`config.mk`:
```
export PLATFORM = sky130hd
export DESIGN_NAME = note_pitch2dds_poly
export DESIGN_NICKNAME = d
export VERILOG_FILES = /design/src/rtl/note_pitch2dds_poly.sv
export SDC_FILE = /design/constraint.sdc
export NUM_CORES = 2
export LEC_CHECK = 0
export BUFFER_PORTS_ARGS = -buffer_cell sky130_fd_sc_hd__buf_2
export CORE_AREA = 8 8 307 309
export CTS_BUF_LIST = sky130_fd_sc_hd__clkbuf_2 sky130_fd_sc_hd__clkbuf_4 sky130_fd_sc_hd__clkbuf_8
export DETAILED_ROUTE_END_ITERATION = 16
export DIE_AREA = 0 0 315 317
export GPL_TIMING_DRIVEN = 0
export PLACE_DENSITY = 0.69
export SLEW_MARGIN = 20
export SYNTH_ARGS = -nofsm -noshare
export SYNTH_HDL_FRONTEND = slang
export SYNTH_SLANG_ARGS = --single-unit
export TNS_END_PERCENT = 5
```
`constraint.sdc`:
```
create_clock -name clk -period 11.9 [get_ports clk]
set_input_delay 2.38 -clock clk [delete_from_list [all_inputs] [get_ports clk]]
set_output_delay 2.38 -clock clk [all_outputs]
set_load 0.01 [all_outputs]
```
`src/rtl/note_pitch2dds_poly.sv`:
```
// Polyphonic note/pitch -> DDS increment converter: scans CHANNELS voices, shares one
// note->adder table and interpolates linearly between adjacent semitones for pitch bend.
module note_pitch2dds_poly #(
  parameter int CHANNELS   = 8,
  parameter int ACC_W      = 32,
  parameter int BEND_RANGE = 2,
  parameter int TABLE_LAT  = 1,
  localparam int CH_W      = (CHANNELS > 1) ? $clog2(CHANNELS) : 1
) (
  input  logic                      clk,
  input  logic                      rst_n,
  input  logic [7*CHANNELS-1:0]     note,
  input  logic [14*CHANNELS-1:0]    pitch,
  input  logic                      refresh,
  output logic [6:0]                tbl_note,
  input  logic [ACC_W-1:0]          tbl_adder,
  output logic [ACC_W*CHANNELS-1:0] adder,
  output logic                      upd_valid,
  output logic [CH_W-1:0]           upd_ch,
  output logic                      busy
);

  localparam int PW = ACC_W + 9;
  localparam int SW = ACC_W + 10;
  localparam logic [1:0] WAIT_INIT = 2'((TABLE_LAT > 1) ? TABLE_LAT - 2 : 0);

  typedef enum logic [2:0] {
    S_SCAN = 3'd0,
    S_REQ0 = 3'd1,
    S_REQ1 = 3'd2,
    S_WAIT = 3'd3,
    S_ACC0 = 3'd4,
    S_ACC1 = 3'd5,
    S_WR   = 3'd6
  } state_t;

  state_t            state;
  logic [CH_W-1:0]   ptr;
  logic [CH_W-1:0]   ptr_next;
  logic              ptr_last;
  logic              refresh_pend;
  logic              armed;
  logic [1:0]        wait_cnt;
  logic [ACC_W-1:0]  a0;
  logic [ACC_W-1:0]  a1;

  logic [6:0]        sh_note  [CHANNELS];
  logic [13:0]       sh_pitch [CHANNELS];
  logic [ACC_W-1:0]  adder_r  [CHANNELS];

  logic [6:0]        cur_note;
  logic [13:0]       cur_pitch;
  logic              changed;
  logic              force_pass;

  logic signed [14:0] c;
  logic signed [19:0] off;
  logic signed [8:0]  hi;
  logic signed [8:0]  s;
  logic [7:0]         lo;
  logic [6:0]         n0;
  logic [6:0]         n1;
  logic [8:0]         w0;
  logic [8:0]         w1;
  logic [PW-1:0]      p0;
  logic [PW-1:0]      p1;
  logic [SW-1:0]      sum;
  logic [ACC_W-1:0]   result;

  assign busy     = (state != S_SCAN);
  assign ptr_last = (ptr == CH_W'(CHANNELS - 1));
  assign ptr_next = ptr_last ? '0 : ptr + 1'b1;

  always_comb begin
    cur_note   = note[7*ptr +: 7];
    cur_pitch  = pitch[14*ptr +: 14];
    changed    = (cur_note != sh_note[ptr]) || (cur_pitch != sh_pitch[ptr]);
    // A refresh only starts forcing at channel 0, so one request yields one full ordered pass.
    force_pass = armed || ((ptr == '0) && refresh_pend);
  end

  always_comb begin
    c   = $signed({1'b0, sh_pitch[ptr]}) - 15'sd8192;
    off = 20'(c) * 20'(BEND_RANGE);
    hi  = 9'(off >>> 13);
    lo  = 8'(off[12:0] >> 5);
    s   = $signed({2'b00, sh_note[ptr]}) + hi;
    n0  = s[6:0];
    if (s < 9'sd0) begin
      n0 = '0;
      lo = '0;
    end else if (s > 9'sd127) begin
      n0 = 7'd127;
      lo = '0;
    end
    n1 = (n0 == 7'd127) ? 7'd127 : n0 + 7'd1;
  end

  always_comb begin
    w1     = {1'b0, lo};
    w0     = 9'd256 - w1;
    p0     = PW'(a0) * PW'(w0);
    p1     = PW'(a1) * PW'(w1);
    sum    = SW'(p0) + SW'(p1);
    result = ACC_W'(sum >> 8);
  end

  always_comb begin
    adder = '0;
    for (int unsigned k = 0; k < CHANNELS; k++) begin
      adder[ACC_W*k +: ACC_W] = adder_r[k];
    end
  end

  always_ff @(posedge clk or negedge rst_n) begin
    if (!rst_n) begin
      state        <= S_SCAN;
      ptr          <= '0;
      refresh_pend <= 1'b0;
      armed        <= 1'b0;
      wait_cnt     <= '0;
      tbl_note     <= '0;
      upd_valid    <= 1'b0;
      upd_ch       <= '0;
      a0           <= '0;
      a1           <= '0;
      for (int unsigned k = 0; k < CHANNELS; k++) begin
        sh_note[k]  <= '0;
        sh_pitch[k] <= 14'd8192;
        adder_r[k]  <= '0;
      end
    end else begin
      upd_valid <= 1'b0;
      case (state)
        S_SCAN: begin
          if (changed || force_pass) begin
            sh_note[ptr]  <= cur_note;
            sh_pitch[ptr] <= cur_pitch;
            state         <= S_REQ0;
            if ((ptr == '0) && refresh_pend) armed <= 1'b1;
          end else begin
            ptr <= ptr_next;
            if (ptr_last && armed) begin
              armed        <= 1'b0;
              refresh_pend <= 1'b0;
            end
          end
        end
        S_REQ0: begin
          tbl_note <= n0;
          state    <= S_REQ1;
        end
        S_REQ1: begin
          tbl_note <= n1;
          wait_cnt <= WAIT_INIT;
          state    <= (TABLE_LAT > 1) ? S_WAIT : S_ACC0;
        end
        S_WAIT: begin
          if (wait_cnt == '0) state <= S_ACC0;
          else wait_cnt <= wait_cnt - 2'd1;
        end
        S_ACC0: begin
          a0    <= tbl_adder;
          state <= S_ACC1;
        end
        S_ACC1: begin
          a1    <= tbl_adder;
          state <= S_WR;
        end
        S_WR: begin
          adder_r[ptr] <= result;
          upd_valid    <= 1'b1;
          upd_ch       <= ptr;
          ptr          <= ptr_next;
          state        <= S_SCAN;
          if (ptr_last && armed) begin
            armed        <= 1'b0;
            refresh_pend <= 1'b0;
          end
        end
        default: state <= S_SCAN;
      endcase
      if (refresh) refresh_pend <= 1'b1;
    end
  end

endmodule

```
# Word level (Yosys, flattened, before mapping)
# Cells that the tools add are included.
# op_classes
shifts	2
n_addsub	7
mul	4
reduce_logical	20
bitwise	1
n_eq_ne	16
magnitude_cmp	4
mux	38
# ops
cell	n
bitwise mux 256 bit	1
bitwise mux 112 bit	1
indexed part select 112 x 8 -> 14 bit	1
demux 32 bit (select 3 bit)	1
bitwise mux 56 bit	1
indexed part select 56 x 7 -> 7 bit	1
binary-select mux 14 bit (select 3 bit)	1
demux 14 bit (select 3 bit)	1
2-to-1 mux 14 bit	3
2-to-1 mux 7 bit	6
adder 40 bit	1
multiplier 32 x 8 -> 40 bit	1
multiplier 32 x 9 -> 40 bit	1
2-to-1 mux 32 bit	1
binary-select mux 7 bit (select 3 bit)	1
demux 7 bit (select 3 bit)	1
case mux 3 bit (6 select lines)	1
2-to-1 mux 8 bit	2
subtractor 14 x 14 -> 15 bit (second input constant)	1
inequality test 14 bit	1
case mux 7 bit (2 select lines)	1
equality test 3 bit (second input constant)	4
multiplier 3 x 3 -> 6 bit (first input constant)	2
2-to-1 mux 3 bit	4
other kinds (28)	53
# word_totals
wordCells	126
ff_bits	509

# Longest topological paths before layout
# depth
word_depth	13
mapped_depth	45
mapped_depth_nobuf	37

# Worst setup path before layout
# Ideal clock, no wire load.
# synth_path
path_type	register -> register
from	reg ptr[1]
to	reg adder_r (netlist bit adder[31])
path_slack_ns	1.227
n_path_buf	7
stages_incl_launch_ff	41
t_arrival_ns	10.604
path_cell_list	dfrtp_1 > buf_4 > buf_6 > buf_4 > mux2_1 > a221o_1 > ha_1 > fa_1 > nand3_1 > a21oi_1 > o211a_2 > mux2i_1 > a21oi_1 > clkbuf_1 > buf_1 > inv_1 > ha_1 > o21ai_0 > [5 not listed] > fa_1 > fa_1 > fa_1 > fa_1 > inv_1 > fa_1 > inv_1 > ha_1 > nand3_1 > nor4_1 > or4b_1 > a2111oi_4 > nor4b_1 > o311ai_2 > o211ai_2 > buf_6 > or4_1 > nand3_1
# synth_between
elab_chain_cells	13
word_cells_on_any_way	23
classes_between	4 x add/sub; 2 x mul; 4 x order compare; 11 x mux; 1 x bitwise; 1 x reduce/logical
# synth_rtl
element	line_no	source
start: declaration	38	logic [CH_W-1:0] ptr;
start signal: assignment	142	ptr <= ptr_next;
start signal: assignment	174	ptr <= ptr_next;
NOT 3 -> 4 bit (not written as such) *	83, 87, 171	
binary-select mux 14 bit (select 3 bit)	83	c = $signed({1'b0, sh_pitch[ptr]}) - 15'sd8192;
2-to-1 mux 14 bit (not written as such) (2 in series)	83	
subtractor 14 x 14 -> 15 bit	83	
adder 8 x 3 -> 9 bit	87	s = $signed({2'b00, sh_note[ptr]}) + hi;
greater-than comparator 9 x 8 -> 1 bit	92	end else if (s > 9'sd127) begin
2-to-1 mux 8 bit	92	
2-to-1 mux 8 bit	89	if (s < 9'sd0) begin
subtractor 9 x 8 -> 9 bit	101	w0 = 9'd256 - w1;
multiplier 32 x 9 -> 40 bit	102	p0 = PW'(a0) * PW'(w0);
adder 40 bit	104	sum = SW'(p0) + SW'(p1);
bitwise mux 256 bit *	171	adder_r[ptr] <= result;
end signal: indexed assignment	171	
end: declaration	49	logic [ACC_W-1:0] adder_r [CHANNELS];
# Mark *: on every way between the ends. The rest lies on a longest branch, timed or not. The select of a mux whose other input is x is not followed.
# A chain may end at the register's enable or synchronous reset.

# Worst setup path in the final report
# layout_path
from	reg ptr[0]
to	reg adder_r (netlist bit adder[118])
# The elaborated chain is that of the path after synthesis.

==> key figures <==
Outcome
  – Status: finished clean

GRT
  – Initial antenna violation count: 5
  – Vias in the first global route: 34.6k
  – Maximum number of pins on one net before global-route repair: 95
  – Total GRT Usage: 28.6%
  – Aggregate global routing overflow: 0
  – Global-route wire length before repair: 217 mm

Floorplanning
  – Initial core utilization: 46.6%
  – I/O pin count: 471
  – Die Wd: 315 um
  – Std cell rows: 110
  – Die height: 317 um
  – Die Area: 99,900 um^2
  – Total core area: 89,300 um^2

Critical path
  – Worst EP required: 12.44 ns
  – WP data arrival: 12.19 ns
  – R2R setup slack: 0.25 ns
  – Largest stage delay on the critical path: 0.51 ns
  – Worst setup SP type: register
  – Crit. End Element: register
  – Most used cell along the critical path: fa_1
  – Reg-to-Reg End: adder[118]
  – Maximum fanout along the worst path: 10
  – FF-to-FF path depth: 43
  – Worst reg2reg startpoint: ptr[0]
  – Crit Path Category: register to register
  – Slowest-stage cell, CP: fa_1

STA
  – Max Slew Vio Count: 0
  – Fin. Hold Viols: 0
  – Setup Skew: 0.0600 ns
  – Setup TNS: 0 ns
  – Period minus WS final: 11.65 ns
  – Slew @ Worst Pin: 1.13 ns
  – Setup-failing EPs final: 0
  – Fmax: 85.8 MHz
  – Slew HR: 24.6%
  – Final period utilization: 97.9%

Clock network
  – CTS tree: yes
  – H-tree depth: 3
  – Clk pin slew, worst setup/hold paths: 0.06 ns
  – Num CTS Buffers: 87
  – Sink Count: 509
  – Clock latency on the worst-skew pair: 0.73 ns
  – Maximum clock path buffer count: 3
  – Root Buffer: clkbuf_8

Yosys
  – Synth cell count leaders: nand2_1 (615), inv_1 (540), dfrtp_1 (501), fa_1 (461), and2_1 (197)
  – Synthesized cell area: 41,600 um^2
  – Yosys warning count: 0
  – Post-synth EDFFs: 0
  – Asr flop ratio synth: 100%
  – Sequential element share of the synthesized area: 30.6%
  – Synth top area share: 30.1%
  – Largest area contributor in the netlist: dfrtp_1
  – Synthesized instance count: 4,038
  – Top cells by area, synth: dfrtp_1 (30%), fa_1 (22%), mux2_4 (5.8%), nand2_1 (5.5%), inv_1 (4.9%)
  – Netlist cell types: 99
  – Synth Register Bits: 509
  – Avg Inst Size Synth: 10.3 um^2
  – Post-Syn Nets: 4,805
  – Most used flip-flop cell after synthesis: dfrtp_1
  – Top-count cell post-synth: nand2_1

Routing
  – Drt initial violations: 3,541
  – Drt wl/cell: 24.7 um
  – Post-DRT Antenna Nets: 0
  – Drt via density: 5.71
  – Via count: 33.5k
  – Drt first pass iters: 8
  – Routed WL: 145 mm
  – DRC violations left: 0

Min path
  – Min-delay src: adder[138]
  – Worst Hold End: adder[138]
  – Hold Crit Depth: 2
  – HP Class: register to register

Placement
  – DP Wirelength: 111 mm
  – Cells after DPL: 5,696
  – GP Congestion: 0.962
  – Port bufs: 470

Layout
  – Fin cells: 5,868
  – Layout cell share with drive strength beyond 1: 25.5%
  – Area grow syn2layout: 15.9%
  – FF+latch area: 12,700 um^2
  – # fillers: 7,934
  – Layout Nets: 5,394
  – Multi-input logic area: 25,900 um^2

Job
  – Max_cap viols: 0
[cells by family after synthesis]
group	after synthesis	share of synthesized area, %
mux	383	12.7
flops	509	30.6
xor+xnor	65	1.40
compound gates	498	7.90
simple gates	1200	14.1
buf+inv	819	7.99
fa+ha+maj	564	25.3
[registers in the layout, indices dropped and copies added (netlist names)]
name	count
armed	1
sh_note	56
sh_pitch	112
wait_cnt	2
tbl_note	7
upd_valid	1
a0	32
ptr	3
state	3
a1	32
upd_ch	3
refresh_pend	1
adder	256
[cells in the final DEF, fill, tap and decap left out, types with 35 or more instances in the layout]
cell and n:
mux2i_1 35, dfrtp_1 499, and3_1 68, and2_1 197, clkbuf_1 157, buf_1 36
nand3_1 56, mux4_2 37, o21ai_0 169, nand4_1 39, nand2_1 614, ha_1 97
inv_1 538, fa_1 461, a21oi_1 81, clkbuf_8 107, mux2_4 160, buf_2 488
mux2_2 144, nor2_1 87
[through the flow]
step | util, % | instance area (um^2) | hold slack [ns] | worst slack (ns)
6_report | 54.0 | 48200 | 0.471 | 0.246
5_1_grt | 54.0 | 48200 | 0.493 | -0.0654
4_1_cts | 53.7 | 48000 | 0.473 | 0.0119
3_5_place_dp | 51.2 | 45800 | 0.458 | -2.96
3_3_place_gp | 50.9 | 45400 | 0.455 | -3.09
2_1_floorplan | - | 41600 | 0.451 | 1.23
[worst max-delay path by stage]
| stage | startpoint | end | slack (ns) |
|---|---|---|---|
| final | ptr[0] | adder[118] | 0.25 |
| after global routing | ptr[1] | adder[28] | -0.07 |
| after CTS | ptr[0] | adder[31] | 0.01 |
| after detailed placement | ptr[0] | adder[91] | -2.96 |
| after global placement | ptr[0] | adder[210] | -3.09 |
| after floorplan | ptr[1] | adder[31] | 1.23 |
[layout make-up]
| class | instances | area share [%] |
|---|---|---|
| Timing Repair Buffer | 500 | 5.66 |
| Antenna cell | 3 | 0.0156 |
| Clock inverter | 20 | 0.464 |
| Sequential cell | 509 | 26.4 |
| Tap cell | 1176 | 3.05 |
| Buffer | 277 | 2.99 |
| Clock buffer | 131 | 3.43 |
| Inverter | 542 | 4.23 |
| Multi-Input combinational cell | 2710 | 53.7 |
[metal layers]
layer | track usage (%) | share of wire, % | routed length (um)
met5 | 0 | 0.019 | 27
met4 | 11.0 | 4.0 | 5830
met3 | 7.37 | 9.8 | 14300
met2 | 45.3 | 45 | 65900
met1 | 37.8 | 41 | 58900
[critical path, delay by kind of cell (launching register included)]
family | cells | cell delay [ns]
adders and majority gates | 9 | 3.73
and+or+nand+nor | 7 | 1.50
AOI/OAI and AO/OA | 9 | 2.02
DFF | 1 | 0.46
buffers and inverters | 15 | 2.60
muxes | 1 | 0.26
xor gates and xnor gates | 2 | 0.83
[timing repair]
item                                   CTS  global route
endpoints found under the hold margin    0             0
setup endpoints to repair              256           163
buffers inserted                        10             8
pin swaps                                4             5
hold buffers                             0             0
gates cloned                             0             0
resized for setup                       77            40
Power is not shown: default switching activity piles up to over one toggle a cycle in this logic, so the estimate is an artifact.
